--- config.mk ---
export PLATFORM = sky130hd
export DESIGN_NAME = branch_sequencer
export DESIGN_NICKNAME = d
export VERILOG_FILES = /design/src/rtl/cpu_pkg.sv /design/src/rtl/bht_2bit.sv /design/src/rtl/branch_sequencer.sv
export SDC_FILE = /design/constraint.sdc
export NUM_CORES = 1
export LEC_CHECK = 0
export ABC_AREA = 1
export BUFFER_PORTS_ARGS = -buffer_cell sky130_fd_sc_hd__buf_2
export CAP_MARGIN = 20
export CORE_MARGIN = 2
export CORE_UTILIZATION = 55
export DETAILED_ROUTE_END_ITERATION = 10
export MAX_ROUTING_LAYER = met4
export PLACE_DENSITY_LB_ADDON = 0.3
export SKIP_LAST_GASP = 1
export SYNTH_ARGS = -nofsm -noshare
export SYNTH_HDL_FRONTEND = slang
export SYNTH_SLANG_ARGS = --single-unit
--- constraint.sdc ---
create_clock -name clk -period 3.5 [get_ports clk]
set_clock_uncertainty 0.05 [all_clocks]
set_input_delay 0.35 -clock clk [delete_from_list [all_inputs] [get_ports clk]]
set_output_delay 0.35 -clock clk [all_outputs]
set_load 0.03 [all_outputs]
--- src/rtl/cpu_pkg.sv ---
// Shared definitions for the mini_CPU branch path: sequencer states,
// 2-bit predictor counter encoding and the branch instruction type.
package cpu_pkg;

    typedef enum logic [1:0] {
        RUN      = 2'd0,
        REDIRECT = 2'd1,
        DRAIN    = 2'd2
    } seq_state_e;

    localparam logic [1:0] SNT = 2'b00;
    localparam logic [1:0] WNT = 2'b01;
    localparam logic [1:0] WT  = 2'b10;
    localparam logic [1:0] ST  = 2'b11;

    localparam logic [1:0] INSTR_BRANCH = 2'b10;

    // Saturating step of a 2-bit predictor counter toward the observed outcome.
    function automatic logic [1:0] ctr_next(input logic [1:0] ctr, input logic taken);
        logic [1:0] nxt;
        nxt = ctr;
        if (taken && ctr != ST) begin
            nxt = ctr + 2'd1;
        end else if (!taken && ctr != SNT) begin
            nxt = ctr - 2'd1;
        end
        return nxt;
    endfunction

endpackage

--- src/rtl/bht_2bit.sv ---
// Table of 2-bit saturating counters: one combinational read port and one
// synchronous update port. A same-cycle read of the updated entry sees the old value.
module bht_2bit
    import cpu_pkg::*;
#(
    parameter int IDX_W = 4
) (
    input  logic             clk,
    input  logic             rst_n,
    input  logic [IDX_W-1:0] rd_idx,
    output logic [1:0]       rd_ctr,
    input  logic             upd_en,
    input  logic [IDX_W-1:0] upd_idx,
    input  logic             upd_taken
);

    localparam int DEPTH = 1 << IDX_W;

    logic [1:0] ctr_q [DEPTH];
    logic [1:0] ctr_d [DEPTH];

    assign rd_ctr = ctr_q[rd_idx];

    always_comb begin
        ctr_d = ctr_q;
        if (upd_en) begin
            ctr_d[upd_idx] = ctr_next(ctr_q[upd_idx], upd_taken);
        end
    end

    always_ff @(posedge clk or negedge rst_n) begin
        if (!rst_n) begin
            for (int i = 0; i < DEPTH; i++) begin
                ctr_q[i] <= WNT;
            end
        end else begin
            ctr_q <= ctr_d;
        end
    end

endmodule

--- src/rtl/branch_sequencer.sv ---
// Branch predictor front end plus misprediction recovery: redirects fetch and
// flushes the two wrong-path pipeline slots after an EX-stage mispredict.
module branch_sequencer
    import cpu_pkg::*;
#(
    parameter int IDX_W = 4,
    parameter int PC_W  = 32
) (
    input  logic            clk,
    input  logic            rst_n,
    input  logic [PC_W-1:0] if_pc,
    output logic            pred_taken,
    input  logic            ex_is_branch,
    input  logic [PC_W-1:0] ex_pc,
    input  logic            ex_pred_taken,
    input  logic [PC_W-1:0] ex_target,
    input  logic            BranchTaken,
    input  logic            stall,
    output logic            redirect,
    output logic [PC_W-1:0] redirect_pc,
    output logic            flush,
    output logic [15:0]     branch_cnt,
    output logic [15:0]     mispred_cnt
);

    // Handshake: there is no backpressure; resolve is a one-cycle strobe that is
    // accepted only in RUN and only when stall is low, otherwise it is dropped.

    seq_state_e      state_q, state_d;
    logic [PC_W-1:0] redirect_pc_q, redirect_pc_d;
    logic [15:0]     branch_cnt_q, branch_cnt_d;
    logic [15:0]     mispred_cnt_q, mispred_cnt_d;

    logic            resolve;
    logic            mispredict;
    logic [PC_W-1:0] correct_pc;
    logic [1:0]      rd_ctr;
    logic            unused_bits;

    bht_2bit #(.IDX_W(IDX_W)) u_bht (
        .clk       (clk),
        .rst_n     (rst_n),
        .rd_idx    (if_pc[IDX_W+1:2]),
        .rd_ctr    (rd_ctr),
        .upd_en    (resolve),
        .upd_idx   (ex_pc[IDX_W+1:2]),
        .upd_taken (BranchTaken)
    );

    assign pred_taken = rd_ctr[1];

    assign resolve    = ex_is_branch & ~stall & (state_q == RUN);
    assign mispredict = resolve & (BranchTaken != ex_pred_taken);
    assign correct_pc = BranchTaken ? ex_target : ex_pc + {{(PC_W-3){1'b0}}, 3'd4};

    always_comb begin
        state_d       = state_q;
        redirect_pc_d = redirect_pc_q;
        branch_cnt_d  = branch_cnt_q;
        mispred_cnt_d = mispred_cnt_q;
        if (!stall) begin
            case (state_q)
                RUN: begin
                    if (mispredict) begin
                        state_d       = REDIRECT;
                        redirect_pc_d = correct_pc;
                    end
                end
                REDIRECT: state_d = DRAIN;
                DRAIN:    state_d = RUN;
                default:  state_d = RUN;
            endcase
        end
        if (resolve && branch_cnt_q != 16'hFFFF) begin
            branch_cnt_d = branch_cnt_q + 16'd1;
        end
        if (mispredict && mispred_cnt_q != 16'hFFFF) begin
            mispred_cnt_d = mispred_cnt_q + 16'd1;
        end
    end

    always_ff @(posedge clk or negedge rst_n) begin
        if (!rst_n) begin
            state_q       <= RUN;
            redirect_pc_q <= '0;
            branch_cnt_q  <= '0;
            mispred_cnt_q <= '0;
        end else begin
            state_q       <= state_d;
            redirect_pc_q <= redirect_pc_d;
            branch_cnt_q  <= branch_cnt_d;
            mispred_cnt_q <= mispred_cnt_d;
        end
    end

    // Decoded straight from state so an async reset clears them immediately.
    assign redirect    = (state_q == REDIRECT);
    assign flush       = (state_q != RUN);
    assign redirect_pc = redirect_pc_q;
    assign branch_cnt  = branch_cnt_q;
    assign mispred_cnt = mispred_cnt_q;

    assign unused_bits = ^{rd_ctr[0], if_pc[PC_W-1:IDX_W+2], if_pc[1:0],
                           ex_pc[PC_W-1:IDX_W+2], ex_pc[1:0]};

endmodule

# --- After elaboration in Yosys (flattened, before gate mapping) ---
# Index checks and enable logic that the tools add are counted.
classes:
  add_sub_neg: 5
  order_cmp: 3
  n_eq_ne: 6
  muxes: 15
  bitwise: 6
  reduce_logical: 11
op_table:
  columns: ["op", "count"]
  rows:
  - ["adder 16 x 1 -> 16 bit (second input constant)", 2]
  - ["adder 32 x 3 -> 32 bit (second input constant)", 1]
  - ["bitwise mux 32 bit", 1]
  - ["two-way mux 32 bit", 1]
  - ["!= test 16 bit (second input constant)", 2]
  - ["two-way mux 2 bit", 9]
  - ["binary-select mux 2 bit (select 4 bit)", 2]
  - [">= comparator 5 bit (second input constant)", 2]
  - ["inverter 4 -> 5 bit", 2]
  - ["demux 2 bit (select 4 bit)", 1]
  - ["logical AND 1 bit", 5]
  - ["less-than comparator 5 x 1 -> 1 bit (second input constant)", 1]
  - ["!= test 2 bit (second input constant)", 2]
  - ["case mux 2 bit (2 select lines)", 1]
  - ["nonzero test 2 bit", 2]
  - ["AND 1 bit", 3]
  - ["AND reduction 3 bit", 1]
  - ["adder 2 x 1 -> 2 bit (second input constant)", 1]
  - ["== test 2 x 1 -> 1 bit (second input constant)", 1]
  - ["logical NOT 2 bit", 1]
  - ["AND reduction 2 bit", 1]
  - ["subtractor 2 x 1 -> 2 bit (second input constant)", 1]
  - ["logical NOT 1 bit", 1]
  - ["!= test 1 bit", 1]
  - ["inverter 1 bit", 1]
word_totals:
  regBits: 98
  in_bits: 102
  output_inout_bits: 67
  word_cells: 66

# --- Logic depth before layout (Yosys ltp) ---
logic_depth:
  depth_word: 10
  ltp_mapped: 18
  depth_no_buf: 15

# --- By module ---
# From an unflattened synthesis, not the netlist that was laid out.
unflattened:
  cells_unflattened: 1002
  area_unflattened_um2: 6493.7
modules_own_cells:
  columns: ["module", "n_inst", "cells_each", "area_each_um2", "seq_area_each_um2"]
  rows:
  - ["branch_sequencer", 1, 661, 4326.6, 1651.6]
  - ["bht_2bit", 1, 341, 2167.1, 820.8]

# --- Worst setup path before layout ---
# Ideal clock, no wire load.
synth_timing:
  kind: "input -> register"
  from: "in ex_pc[3]"
  to: "reg u_bht.ctr_q[24] (netlist bit)"
  setup_time_ns: 0.059
  arrival_ns: 1.939
  t_required_ns: 3.391
  setup_slack_ns: 1.452
  path_stages: 17
  n_path_buf: 3
  path_cell_list: "buf_6 -> inv_4 -> buf_6 -> nor2_1 -> o21ai_1 -> nand2_1 -> nand2_1 -> nand2_2 -> nor2_4 -> ha_1 -> nor2_1 -> nor2_1 -> inv_1 -> nand2_4 -> buf_6 -> nand3_2 -> nand2_2"
synth_between:
  elab_chain_len: 10
  elab_cells_between_ends: 19
  classes_between: "add/sub (2); order compare (2); eq/ne (1); mux (9); bitwise (1); reduce/logical (4)"
synth_lines:
  columns: ["element", "line", "source"]
  rows:
  - ["from (decl)", "branch_sequencer.sv:14", "input logic [PC_W-1:0] ex_pc,"]
  - ["inverter 4 -> 5 bit (not written as such) (*)", "bht_2bit.sv:27", "ctr_d[upd_idx] = ctr_next(ctr_q[upd_idx], upd_taken);"]
  - ["parallel branches: the longest is 8 deep, another holds subtractor 2 x 1 -> 2 bit", null, null]
  - ["bitwise mux 32 bit (*)", "bht_2bit.sv:27", null]
  - ["to (signal assigned)", "bht_2bit.sv:37", "ctr_q <= ctr_d;"]
  - ["to (decl)", "bht_2bit.sv:19", "logic [1:0] ctr_q [DEPTH];"]
# Every way passes the cells marked *. The select of a mux whose other input is x is not followed.
# A chain may end at the register's enable or synchronous reset.

# --- Worst setup path in the final report ---
layout_timing:
  from: "reg state_q[1]"
  to: "reg mispred_cnt_q[10], in the netlist mispred_cnt[10]"
layout_between:
  elab_chain_len: 4
layout_lines:
  columns: ["element", "line", "source"]
  rows:
  - ["from (decl)", "branch_sequencer.sv:29", "seq_state_e state_q, state_d;"]
  - ["from (signal assigned)", "branch_sequencer.sv:89", "state_q <= state_d;"]
  - ["logical NOT 2 bit", "branch_sequencer.sv:52", "assign resolve = ex_is_branch & ~stall & (state_q == RUN);"]
  - ["AND 1 bit", "branch_sequencer.sv:52", null]
  - ["AND 1 bit", "branch_sequencer.sv:53", "assign mispredict = resolve & (BranchTaken != ex_pred_taken);"]
  - ["logical AND 1 bit", "branch_sequencer.sv:77", "if (mispredict && mispred_cnt_q != 16'hFFFF) begin"]
  - ["to (signal assigned)", "branch_sequencer.sv:92", "mispred_cnt_q <= mispred_cnt_d;"]
  - ["to (decl)", "branch_sequencer.sv:32", "logic [15:0] mispred_cnt_q, mispred_cnt_d;"]
# Every way passes these cells.

==> metrics.md <==
| Metric | Value |
|---|---|
| Status | complete, no violations |
| Drt initial violations | approximately 470 |
| First-pass GRT wire length | 27,400 µm |
| Area of the multi-input gates | 3290 µm² |
| Nets | between 1k and 1.5k |
| Overall Global Routing Usage | 28.2% |
| Max FO, Critical Path | 34 |
| Antenna diodes | 0 |
| Startpoint Class | flip-flop |
| Slowest stage delay, CP | 440 ps |
| H-tree depth | 3 |
| Minimum clock period | 2650 ps |
| Die X | roughly 110 µm |
| Fmax | ~380 MHz |
| Residual DRC | 0 |
| RSZ-0062 raised after global routing | false |
| Vias in the first global route | 5,683 |
| Routed WL per cell | 14.3 µm |
| Max-cap check violation count | 0 |
| Worst hold path type | in -> reg |
| Least-Margin Pin Slew | slightly above 700 ps |
| Row cnt | 38 |
| Longest Clk Path Bufs | 2 |
| Pin count of the biggest net entering global routing | 39 |
| Final non-filler cell area | 7300 µm² |
| Initial Util | about 57% |
| Placed inst area | 7000 µm² |
| Fillers | roughly 1,000 |
| Placeable core area | 11,000 µm² |
| Crit end category | flip-flop |
| Slowest CP cell | inv_2 |
| Mean Syn Cell Area | between 7 and 8 µm² |
| Antenna-violating nets left | 0 |
| Pre-CTS WS | around 760 ps |
| Fin worst setup slack | between 800 and 900 ps |
| Critical path arrival | 2850 ps |
| CTS clock-pin slew for the worst setup and hold paths | 70 ps |
| Top FF cell, synth | dfrtp_1 |
| TritonCTS clock tree | yes |
| #FFs+latches synth | 98 |
| Num CTS Buffers | 9 |
| Peak supply drop | 0.540 mV |
| Fraction of layout cells with a size suffix above 1 | 24.0% |
| Leak | between 3 and 4 nW |
| Syn Nets | 982 |
| Crit path cell chain | inv_1, nand2_2, nor2_4, nand2_2, buf_4, inv_2, nand2_1, inv_2, nand3_1, xnor2_1 |
| Setup TNS | 0 ps |
| I/O Buffers | 140 |
| Die ar. | 12,300 µm² |
| Io pins | 169 |
| Register area share after synthesis | between 30% and 40% |
| # clock sinks | 98 |
| Final WL | around 16,000 µm |
| Final setup fails | 0 |
| Initial antenna violation count | 0 |
| Critical Path RT | around 3700 ps |
| Die Ht | 111 µm |
| Pwr Total | 4.57 mW |
| Synth Instances | about 870 |
| FF+latch area | 2470 µm² |
| Grt ovf | 0 |
| Mapped Area | roughly 6300 µm² |
| P&R area growth vs syn | 16.4% |
| Family with the most delay on the worst path | buffers and inverters |
| Worst skew pair latency | 350 ps |
| Pwr/cell area | 626 nW/µm² |
| Via/cell ratio | 5.29 |
| Dpl hpwl | 12,200 µm |
| Synth unique cells | 39 |
| Crit path buffers/inverters | 4 |
| Root buf cell | clkbuf_16 |
| Final hold vios | 0 |
| Synth Warn # | 0 |
| Routability congestion estimate | around 0.93 |
| Final Slew Violations | 0 |
| DRT Pass-1 Iters | 5 |
| Slew margin rel. | around half |
| Via count | 6,077 |
| Asr flop ratio synth | 100% |
| Kind of critical path | reg -> reg |
| Number of synthesized flops with an enable pin | 0 |
| Final Cycle Share | between 70% and 80% |
## timing repair
action,CTS,global route
endpoints found under the hold margin,18,0
resized for setup,0,0
buffers inserted,0,0
hold buffers,1,0
## Yosys cell counts (2+ instances only)
library cell / number / share of area, %
nand2_1: 262 / 16
nor2_1: 121 / 7.2
dfrtp_1: 82 / 33
inv_1: 72 / 4.3
nand3_1: 52 / 4.2
o21ai_0: 39 / 3.1
a21oi_1: 32 / 2.6
xor2_1: 27 / 3.8
nand2_2: 19 / 1.9
nor3_1: 19 / 1.5
dfstp_2: 16 / 6.7
nand3_2: 14 / 2.2
inv_2: 13 / 0.78
xnor2_1: 13 / 1.8
clkbuf_1: 9 / 0.54
o21ai_1: 9 / 0.72
ha_1: 8 / 1.6
buf_6: 7 / 1.3
nand3b_1: 7 / 0.84
buf_2: 5 / 0.40
nand2_4: 5 / 0.90
nand4_1: 5 / 0.50
nor2_2: 5 / 0.50
nor2_4: 5 / 0.90
a31oi_1: 4 / 0.40
buf_4: 3 / 0.36
o211ai_1: 3 / 0.36
or2_0: 3 / 0.30
o21a_1: 2 / 0.24
or2_2: 2 / 0.20
## report_power, final
| group | internal, mW | leakage (nW) | switching [mW] |
|---|---|---|---|
| Clock | 0.524 | 0.132 | 0.434 |
| Sequential | 1.58 | 1.18 | 0.256 |
| Combinational | 0.544 | 2.32 | 1.23 |
| Total | 2.65 | 3.64 | 1.92 |
## placed cells by master, fill, tap and decap left out, types with 7 or more instances in the layout
master / instances
buf_2: 139
nand2_1: 262
nand2_2: 19
nand3b_1: 7
nand3_2: 14
a21oi_1: 32
inv_2: 13
nand3_1: 52
clkbuf_16: 9
nor2_1: 121
o21ai_1: 9
ha_1: 8
xnor2_1: 13
xor2_1: 27
dfrtp_1: 82
dfstp_2: 16
nor3_1: 19
o21ai_0: 39
inv_1: 72
## registers in the layout (all words and copies together), names as in the netlist
name         flops
branch_cnt      16
mispred_cnt     16
redirect_pc     32
state_q          2
u_bht.ctr_q     32
## final timing paths
kind,startpoint,cells after the start,endpoint,slack (ps)
worst max register to register,state_q[1],10,mispred_cnt[10],850
min in group asynchronous,rst_n,2,branch_cnt[6],380
worst min-delay path,ex_target[15],3,redirect_pc[15],200
worst min register to register,u_bht.ctr_q[16],2,u_bht.ctr_q[16],420
max in group asynchronous,rst_n,3,u_bht.ctr_q[14],2180
worst max-delay path,state_q[1],10,mispred_cnt[10],850
## layout make-up
| type | count | share of cell area (%) |
|---|---|---|
| Tap cell | 140 | 2.40 |
| Timing Repair Buffer | 146 | 10.3 |
| Inverter | 86 | 4.46 |
| Clock inverter | 3 | 0.326 |
| Multi-Input combinational cell | 663 | 45.1 |
| Sequential cell | 98 | 33.9 |
| Clock buffer | 13 | 3.57 |
## per-stage QoR
stage | utilization [%] | std cells | hold WS, ps
finish | 66.5 | 1149 | 197
global route | 66.5 | 1149 | 204
CTS | 66.5 | 1149 | 186
detailed placement | 63.8 | 1132 | 228
global placement | 63.8 | 1132 | 228
floorplan | - | 872 | 4.41
## metal layers
metal  vias to the layer above  GRT usage [%]  share of wire, %
li1                       3022              -                 -
met1                      2836           36.9                45
met2                       193           45.3                47
met3                        26           5.03               6.0
met4                         0           8.00               1.8
met5                         -              -                 0
## worst register-to-register path: cells and delay by family, from the launching register on
family                    cells  cell delay (ps)
xor gates and xnor gates      1              150
DFF                           1              390
buffers and inverters         4             1060
and+or+nand+nor               5              890
## kinds of logic after synthesis
logic type                 share of synthesized area (%)
xor gates and xnor gates                            5.59
adders and majority gates                           1.60
buffers and inverters                               8.06
DFF                                                 39.4
AOI/OAI and AO/OA                                   7.78
and+or+nand+nor                                     37.5
Power figures use the tool's default switching activity.
